==> src/rtl/if_prefetch_pkg.sv <==
// ----------------------------------------------------------------------------
// if_prefetch_pkg
// Shared definitions for the instruction-fetch prefetch unit.
//   fetch_state_e      : request tracking FSM states
//                          RUN  - nothing outstanding, a new request may issue
//                          WAIT - one request outstanding, its response is kept
//                          DROP - one request outstanding, its response is stale
//   DEFAULT_RESET_PC   : default first fetch address after reset
//   DEFAULT_EXC_VECTOR : default fetch address taken on an exception
// ----------------------------------------------------------------------------
package if_prefetch_pkg;

    typedef enum logic [1:0] {
        RUN  = 2'd0,
        WAIT = 2'd1,
        DROP = 2'd2
    } fetch_state_e;

    localparam logic [31:0] DEFAULT_RESET_PC   = 32'h0000_0000;
    localparam logic [31:0] DEFAULT_EXC_VECTOR = 32'h0000_0080;

endpackage

==> src/rtl/if_prefetch_fifo.sv <==
// ----------------------------------------------------------------------------
// fetch_fifo
// Small synchronous FIFO holding {address, instruction} entries for the
// prefetch unit. The head entry is presented combinationally on rd_data.
// Ports:
//   clk      : clock
//   srst     : synchronous active-high reset (empties the FIFO)
//   clr      : synchronous clear, same effect as srst (used on redirects)
//   push     : write wr_data at the tail (ignored when full)
//   pop      : drop the head entry (ignored when empty)
//   wr_data  : entry to write
//   rd_data  : head entry (meaningless when empty)
//   count    : occupancy, 0..DEPTH
//   empty    : count == 0
//   full     : count == DEPTH
// DEPTH must be a power of two so the pointers wrap naturally.
// ----------------------------------------------------------------------------
module fetch_fifo #(
    parameter int WIDTH = 64,
    parameter int DEPTH = 4,
    localparam int PTR_W = $clog2(DEPTH),
    localparam int CNT_W = PTR_W + 1
) (
    input  logic             clk,
    input  logic             srst,
    input  logic             clr,
    input  logic             push,
    input  logic             pop,
    input  logic [WIDTH-1:0] wr_data,
    output logic [WIDTH-1:0] rd_data,
    output logic [CNT_W-1:0] count,
    output logic             empty,
    output logic             full
);

    logic [WIDTH-1:0] mem_reg [DEPTH];
    logic [PTR_W-1:0] wr_ptr_reg;
    logic [PTR_W-1:0] rd_ptr_reg;
    logic [CNT_W-1:0] count_reg;
    logic [DEPTH-1:0] wr_en;
    logic             push_ok;
    logic             pop_ok;

    assign empty   = (count_reg == '0);
    assign full    = (count_reg == CNT_W'(DEPTH));
    assign push_ok = push && !full;
    assign pop_ok  = pop && !empty;

    // One-hot write enable per entry
    for (genvar gi = 0; gi < DEPTH; gi++) begin : g_wr_en
        assign wr_en[gi] = push_ok && (wr_ptr_reg == PTR_W'(gi));
    end

    // Storage is not reset; only pointers/count carry state that matters.
    always_ff @(posedge clk) begin
        for (int i = 0; i < DEPTH; i++) begin
            if (wr_en[i]) begin
                mem_reg[i] <= wr_data;
            end
        end
    end

    always_ff @(posedge clk) begin
        if (srst || clr) begin
            wr_ptr_reg <= '0;
            rd_ptr_reg <= '0;
            count_reg  <= '0;
        end else begin
            if (push_ok) begin
                wr_ptr_reg <= wr_ptr_reg + PTR_W'(1);
            end
            if (pop_ok) begin
                rd_ptr_reg <= rd_ptr_reg + PTR_W'(1);
            end
            case ({push_ok, pop_ok})
                2'b10:   count_reg <= count_reg + CNT_W'(1);
                2'b01:   count_reg <= count_reg - CNT_W'(1);
                default: count_reg <= count_reg;
            endcase
        end
    end

    assign rd_data = mem_reg[rd_ptr_reg];
    assign count   = count_reg;

endmodule

==> src/rtl/if_prefetch.sv <==
// ----------------------------------------------------------------------------
// if_prefetch
// Instruction prefetch unit: issues single-outstanding fetch requests to the
// instruction memory and queues the returned instructions for decode.
// Ports:
//   clk, rst     : clock, synchronous active-high reset
//   hold_pc      : stop issuing new requests (outstanding one still completes)
//   br/pc_branch : branch redirect strobe and target
//   except       : exception redirect strobe (wins over br), target EXC_VECTOR
//   imem_req     : one-cycle request pulse, imem_addr valid with it (else 0)
//   imem_ack     : response strobe, imem_rdata valid with it
//   hold_if      : decode stall, head entry is not consumed
//   inst_valid   : queue head valid; inst_out/pc_out head instruction/address
//   q_count      : queue occupancy
// ----------------------------------------------------------------------------
module if_prefetch
    import if_prefetch_pkg::*;
#(
    parameter int                ADDR_W     = 32,
    parameter int                DATA_W     = 32,
    parameter int                DEPTH      = 4,
    parameter logic [ADDR_W-1:0] RESET_PC   = ADDR_W'(DEFAULT_RESET_PC),
    parameter logic [ADDR_W-1:0] EXC_VECTOR = ADDR_W'(DEFAULT_EXC_VECTOR)
) (
    input  logic                       clk,
    input  logic                       rst,
    input  logic                       hold_pc,
    input  logic                       br,
    input  logic [ADDR_W-1:0]          pc_branch,
    input  logic                       except,
    output logic                       imem_req,
    output logic [ADDR_W-1:0]          imem_addr,
    input  logic                       imem_ack,
    input  logic [DATA_W-1:0]          imem_rdata,
    input  logic                       hold_if,
    output logic                       inst_valid,
    output logic [DATA_W-1:0]          inst_out,
    output logic [ADDR_W-1:0]          pc_out,
    output logic [$clog2(DEPTH):0]     q_count
);

    localparam int CNT_W = $clog2(DEPTH) + 1;
    localparam int ENT_W = ADDR_W + DATA_W;

    fetch_state_e      state_reg, state_next;
    logic [ADDR_W-1:0] fetch_pc_reg, fetch_pc_next;
    logic [ADDR_W-1:0] req_addr_reg, req_addr_next;   // address of the outstanding request
    logic [ADDR_W-1:0] last_pc_reg;
    logic [DATA_W-1:0] last_inst_reg;

    logic              redirect;
    logic [ADDR_W-1:0] redirect_pc;
    logic              issue;
    logic              push;
    logic              pop;
    logic [ENT_W-1:0]  head;
    logic [CNT_W-1:0]  count;
    logic              fifo_empty;
    logic              fifo_full;

    assign redirect    = br || except;
    // Targets are word aligned: the two low bits are dropped.
    assign redirect_pc = (except ? EXC_VECTOR : pc_branch) & ~ADDR_W'(3);

    always_comb begin
        state_next    = state_reg;
        fetch_pc_next = fetch_pc_reg;
        req_addr_next = req_addr_reg;
        issue         = 1'b0;
        push          = 1'b0;
        pop           = !fifo_empty && !hold_if && !redirect;

        case (state_reg)
            RUN: begin
                // Nothing is outstanding here, so queue space alone decides
                // whether the response of a new request is guaranteed a slot.
                // An imem_ack seen in this state belongs to nothing: ignored.
                if (!redirect && !hold_pc && !fifo_full) begin
                    issue         = 1'b1;
                    req_addr_next = fetch_pc_reg;
                    fetch_pc_next = fetch_pc_reg + ADDR_W'(4);
                    state_next    = WAIT;
                end
            end
            WAIT: begin
                // A response coinciding with a redirect belongs to the old path.
                push = imem_ack && !redirect;
                if (imem_ack) begin
                    state_next = RUN;
                end else if (redirect) begin
                    state_next = DROP;
                end
            end
            DROP: begin
                if (imem_ack) begin
                    state_next = RUN;
                end
            end
            default: begin
                state_next = RUN;
            end
        endcase

        if (redirect) begin
            fetch_pc_next = redirect_pc;
        end

        if (rst) begin
            issue = 1'b0;
            push  = 1'b0;
            pop   = 1'b0;
        end
    end

    always_ff @(posedge clk) begin
        if (rst) begin
            state_reg     <= RUN;
            fetch_pc_reg  <= RESET_PC;
            req_addr_reg  <= '0;
            last_pc_reg   <= '0;
            last_inst_reg <= '0;
        end else begin
            state_reg     <= state_next;
            fetch_pc_reg  <= fetch_pc_next;
            req_addr_reg  <= req_addr_next;
            // Remember whatever is shown so the outputs hold once the queue empties.
            last_pc_reg   <= pc_out;
            last_inst_reg <= inst_out;
        end
    end

    fetch_fifo #(
        .WIDTH (ENT_W),
        .DEPTH (DEPTH)
    ) u_fifo (
        .clk     (clk),
        .srst    (rst),
        .clr     (redirect),
        .push    (push),
        .pop     (pop),
        .wr_data ({req_addr_reg, imem_rdata}),
        .rd_data (head),
        .count   (count),
        .empty   (fifo_empty),
        .full    (fifo_full)
    );

    assign imem_req   = issue;
    assign imem_addr  = issue ? fetch_pc_reg : '0;
    assign inst_valid = !fifo_empty;
    assign inst_out   = fifo_empty ? last_inst_reg : head[DATA_W-1:0];
    assign pc_out     = fifo_empty ? last_pc_reg : head[ENT_W-1:DATA_W];
    assign q_count    = count;

endmodule

==> config.mk <==
export PLATFORM = sky130hd
export DESIGN_NAME = if_prefetch
export DESIGN_NICKNAME = d
export VERILOG_FILES = /design/src/rtl/if_prefetch_pkg.sv /design/src/rtl/if_prefetch_fifo.sv /design/src/rtl/if_prefetch.sv
export SDC_FILE = /design/constraint.sdc
export NUM_CORES = 1
export LEC_CHECK = 0
export CAP_MARGIN = 10
export CORE_UTILIZATION = 40
export DETAILED_ROUTE_END_ITERATION = 10
export DONT_BUFFER_PORTS = 1
export GPL_ROUTABILITY_DRIVEN = 0
export GPL_TIMING_DRIVEN = 0
export MAX_ROUTING_LAYER = met4
export PLACE_DENSITY = 0.54
export SLEW_MARGIN = 20
export SYNTH_ARGS = -nofsm -noshare
export SYNTH_HDL_FRONTEND = slang
export SYNTH_SLANG_ARGS = --single-unit
==> constraint.sdc <==
create_clock -name clk -period 8.28 [get_ports clk]
set_input_delay 1.656 -clock clk [delete_from_list [all_inputs] [get_ports clk]]
set_output_delay 1.656 -clock clk [all_outputs]
set_load 0.01 [all_outputs]
* Yosys cells after proc, flatten, opt, wreduce, memory -nomap -nowiden
Memories as Yosys holds them, arrays and structs flattened. A register that Yosys moved wholly into a read port is not among the register bits. Index checks and enable logic that the tools add are counted.
Word-level totals: flip-flop bits (word level) 137, bits in writable memories 256, input bits 71, word-level logic and storage cells 95, memories kept 1
Memories:
- u_fifo.mem_reg | depth 4, width 64, read ports 1, clocked after Yosys merged registers in 1, wr ports 1, line if_prefetch_fifo.sv:36 | logic [WIDTH-1:0] mem_reg [DEPTH];
Cells by class: add/subtract/negate cells 5, eq/ne operators 11, muxes and demuxes 38, reductions and logical operators 31
Operator list (count):
- 32-bit two-way mux | 7
- 64-bit two-way mux | 3
- 64-bit OR reduction | 3
- 32-bit by 3-bit adder with 32-bit output, second input constant | 1
- 2-bit two-way mux | 9
- 1-bit two-way mux | 17
- 1-bit logical AND | 11
- 2-bit == test, second input constant | 4
- 2-bit by 1-bit == test with 1-bit output, second input constant | 3
- 2-bit one-hot mux with 3 select lines | 1
- 3-bit one-hot mux with 2 select lines | 1
- 2-bit nonzero test | 3
- 1-bit logical NOT | 5
- 2-bit by 1-bit adder with 2-bit output, second input constant | 2
- 2-bit logical NOT | 2
- 2-bit != test, second input constant | 2
- 2-bit AND reduction | 2
- 3-bit by 1-bit adder with 3-bit output, second input constant | 1
- 3-bit == test, second input constant | 1
- 3-bit logical NOT | 1
- 3-bit != test, second input constant | 1
- 3-bit AND reduction | 1
- 3-bit by 1-bit subtractor with 3-bit output, second input constant | 1
- 1-bit logical OR | 2
- 2-bit OR reduction | 1

* Logic depth before layout (Yosys ltp)
word-level depth 13, gate-level depth with buffers 11, gate-level depth less buffers 9

* Cells and area by module
Synthesis repeated with hierarchy kept, for this count alone.
Unflattened totals: cell total of the unflattened synthesis 1012, area total of the unflattened synthesis 15389.8 um^2
Modules (own cells, without submodules):
- fetch_fifo | times used 1, cells each 390, area each 9706.8 um^2, seq. area each 7867.5 um^2
- if_prefetch | times used 1, cells each 622, area each 5683.0 um^2, seq. area each 2522.4 um^2

* Worst setup path before layout
No wires, ideal clock.
kind in2reg, start input port br, end memory u_fifo.mem_reg[0][0] (enable), arrival time 4195 ps, required time 7854 ps, path slack 3658 ps, cell stages on the path 5, path buffers 2, cell sequence buf_6 or3_1 buf_2 nor4_4 and2_1
On the way: elaborated cells between the ends (all ways) 27
RTL lines:
- start, declared | line if_prefetch.sv:28 | input logic br,
- 1-bit logical OR | line if_prefetch.sv:61 | assign redirect = br || except;
- 1-bit logical NOT | line if_prefetch.sv:87 | push = imem_ack && !redirect;
- 1-bit logical AND | line if_prefetch.sv:87
- 1-bit two-way mux | line if_prefetch.sv:73 | case (state_reg)
- 1-bit two-way mux | line if_prefetch.sv:108 | if (rst) begin
- 1-bit logical AND | line if_prefetch_fifo.sv:46 | assign push_ok = push && !full;
- 1-bit logical AND | line if_prefetch_fifo.sv:51 | assign wr_en[gi] = push_ok && (wr_ptr_reg == PTR_W'(gi));
- named net u_fifo.wr_en[0] | line if_prefetch_fifo.sv:40 | logic [DEPTH-1:0] wr_en;
- 1-bit two-way mux | line if_prefetch_fifo.sv:57 | if (wr_en[i]) begin
- 1-bit two-way mux (implied by the code) | line if_prefetch_fifo.sv:58 | mem_reg[i] <= wr_data;
- 1-bit two-way mux (no line) (3 in series)
- end, declared | line if_prefetch_fifo.sv:36
The timed path passes the listed nets, and every way through them passes these cells.

* Worst setup path in the final report
start input port br, end output port imem_addr[23]
On the way: cells in the longest elaborated chain, start to end 8
Ends and longest elaborated chain:
- 1-bit logical OR | line if_prefetch.sv:61
- 1-bit logical NOT | line if_prefetch.sv:78 | if (!redirect && !hold_pc && !fifo_full) begin
- 1-bit logical AND (2 in series) | line if_prefetch.sv:78
- 1-bit two-way mux | line if_prefetch.sv:78
- 1-bit two-way mux | line if_prefetch.sv:73
- 1-bit two-way mux | line if_prefetch.sv:108
- 32-bit two-way mux | line if_prefetch.sv:149 | assign imem_addr = issue ? fetch_pc_reg : '0;
- end, declared | line if_prefetch.sv:32 | output logic [ADDR_W-1:0] imem_addr,
No other way between the ends.

==> flow_summary.yaml <==
status:
  status: "finished clean"
route:
  avgRoutedWirePerCell_um: 21.78
  drtAntennaViolNets: 0
  drc_errors: 0
  via_per_inst: 5.282
  drt_iter0_markers: 576
  drt_first_pass_iters: 7
  routed_wirelength_um: 35270
  num_vias: 8552
grt:
  grt_pass1_wl_um: 54060
  first_global_vias: 8725
  track_usage: 0.1918
  overflow: 0
  antenna_found_initial: 0
  grt_max_degree: 44
sta:
  slew_headroom: 0.4376
  fin_tns_setup_ns: 0
  rsz0062_at_grt: "no"
  slew_violations: 0
  timing.final.crit_period_ns: 5.002
  finalHoldViolations: 0
  worst_pin_slew_ns: 0.8436
  worst_slack_ns: 3.278
  setup_viol: 0
  max_freq_mhz: 199.9
  clock-skew-final_ns: 0.01223
  min_period_over_period: 0.6041
power:
  netSwitchingPower_uw: 820.0
  p_clk_frac: 0.483
  combPwrFrac: 0.017
  p_int_mw: 3.251
  power-per-cell-area_mw_per_mm2: 233.7
  peakVddDrop_mv: 0.1498
  p_sw_frac: 0.2014
  p_leak_nw: 5.960
  p_seq_frac: 0.500
worst_setup_path:
  worstSetupPathType: "in -> out"
  reg2reg_to: "last_pc_reg[25]"
  reg2reg_slack_ns: 5.77
  arrival_ns: 3.35
  cp.required_ns: 6.62
  setup.worst_path.end: "imem_addr[23]"
  reg2reg_depth: 5
  worstSetupStartpointType: "input port"
  crit_path_max_fanout: 10
  r2r-start: "u_fifo.count[0]"
  critPathCaptureType: "primary output"
  cp-startpoint: "br"
logic_synthesis:
  synth-seq-cells: 383
  async_flop_share: 0
  synth_top_area_frac: 0.4899
  avgSynthCellArea_sq_um: 14.83
  ys_seq_area_frac: 0.6677
  synthCells: 1025
  synth_top_cell_by_area: "edfxtp_1"
  ys.warnings.count: 0
  synthDistinctLibCells: 70
  yosys-top-cells-area: "edfxtp_1 (49%), dfxtp_1 (18%), mux4_2 (9.2%), mux2_2 (4.7%), nor2b_1 (2.6%)"
  synth_edf_count: 248
  synth_flop_cell: "edfxtp_1"
  syn_area_sq_mm: 0.01520
floorplanning:
  pin_count: 172
  num_rows: 71
  die_x_um: 196.9
  core_area_sq_mm: 0.03749
  start_util: 0.4055
  die-area_sq_mm: 0.03879
  fp.dieH_um: 196.9
cts:
  cts_buffers: 43
  clock_latency_ns: 0.56
  cts-resized-gates: 0
  cts.reportedPaths.clkPinSlew_ns: 0.05
  cts.path.max_buffers: 3
  postCtsSetupRepairBufs: 0
  cts_tree: "yes"
  htreeDepth: 2
  cts_hold_buf: 0
  cts_sinks: 383
  clock-root-buffer: "clkbuf_16"
placed_design:
  dpl.hpwl_um: 23460
  preCtsSetupSlack_ns: 3.324
  io_buffers: 0
finish:
  register_area_sq_mm: 0.01015
  syn_to_final_growth_pct: 14.61
  largest_register_ff_count: 248
  finalNetCount: 1153
  fill_cells: 3352
  n_antenna_cell: 0
  drive_above_1_share: 0.2202
  multi_input_area_sq_mm: 0.004703
worst_hold_path:
  min_path_type: "reg -> reg"
flow_run:
  cap_violations: 0
==> logic make-up (layout without fill, tap and decap cells) <==
group | Yosys count | count (layout) | share of synthesized area
AO/OA/AOI/OAI | 107 | 107 | 0.04247
XOR/XNOR | 15 | 15 | 0.008642
adder cells (fa/ha/maj) | 7 | 7 | 0.006256
buffers and inverters | 80 | 162 | 0.02379
flip-flops | 383 | 383 | 0.6677
multiplexers | 129 | 129 | 0.1412
other | 1 | 2 | 0.0002467
AND/OR/NAND/NOR | 303 | 303 | 0.1097
==> cell usage in the layout, fill, tap and decap left out, drive strengths merged, types with 20 or more instances in the layout <==
cell type / Yosys / final
a21oi: 53 / 53
and3: 35 / 35
buf: 31 / 35
clkbuf: 35 / 87
dfxtp: 135 / 135
edfxtp: 248 / 248
mux2: 63 / 63
mux4: 62 / 62
nand2: 94 / 94
nor2: 27 / 27
nor2b: 64 / 64
nor3: 20 / 20
==> worst max-delay path, cell delays in order <==
cell and delay, ns:
buf_6 0.12, or2_1 0.21, buf_2 0.17, nor2_1 0.16, clkbuf_1 0.46, nand2_1 0.29
nor2_1 0.27
==> routing by layer <==
metal,vias to the layer above,global-route usage,wire (um)
met5,-,-,0
met4,0,0.05426,731
met3,51,0.06468,2968
met2,248,0.2935,16330
met1,4294,0.2424,15240
li1,3959,-,-
==> power by group through the flow <==
stage	Sequential [mW]	Clock, mW	Combinational [mW]
6_report	2.04	1.97	0.0684
5_1_grt	2.04	2.10	0.0757
4_1_cts	2.04	2.02	0.0690
3_5_place_dp	2.08	0	0.0686
3_3_place_gp	2.08	0	0.0682
2_1_floorplan	2.07	0	0.0472
==> worst min path at each step <==
stage	cells after the start	endpoint	slack [ns]	startpoint
global placement	2	req_addr_reg[19]	0.48	req_addr_reg[19]
CTS	2	req_addr_reg[20]	0.50	req_addr_reg[20]
finish	2	req_addr_reg[21]	0.50	req_addr_reg[21]
floorplan	0	u_fifo.mem_reg[0][34]	0.46	req_addr_reg[2]
global route	0	u_fifo.mem_reg[3][52]	0.52	req_addr_reg[20]
detailed placement	0	u_fifo.mem_reg[0][52]	0.49	req_addr_reg[20]
==> final cells by class <==
type / instances / area share
timing repair buffer: 4 / 0.005458
clock buffer: 52 / 0.06787
multi-input combinational: 563 / 0.2700
buffer: 66 / 0.01774
inverter: 14 / 0.003016
tap: 511 / 0.03670
clock inverter: 26 / 0.01666
sequential: 383 / 0.5826
==> synth_stat cells, drive strengths merged (5+ instances only) <==
library cell,number
mux2,63
clkbuf,35
nor2b,64
and2,8
and3,35
xor2,11
and4,6
a21oi,53
nand2,94
ha,6
nor3,20
o21ai,18
o31ai,5
edfxtp,248
mux4,62
inv,14
nand4,12
dfxtp,135
buf,31
nand3,14
nor4,7
nor2,27
==> stage by stage <==
| step | power, mW | hold WS [ns] | utilization | cell area (sq um) | std cells |
|---|---|---|---|---|---|
| after floorplan | 2.121 | 0.4600 | - | 15200 | 1026 |
| after global placement | 2.145 | 0.4799 | 0.4226 | 15840 | 1537 |
| after detailed placement | 2.146 | 0.4898 | 0.4254 | 15950 | 1541 |
| after CTS | 4.121 | 0.4974 | 0.4647 | 17420 | 1619 |
| after global routing | 4.209 | 0.5182 | 0.4647 | 17420 | 1619 |
| final | 4.071 | 0.4956 | 0.4647 | 17420 | 1619 |
(Power assumes the default switching activity.)
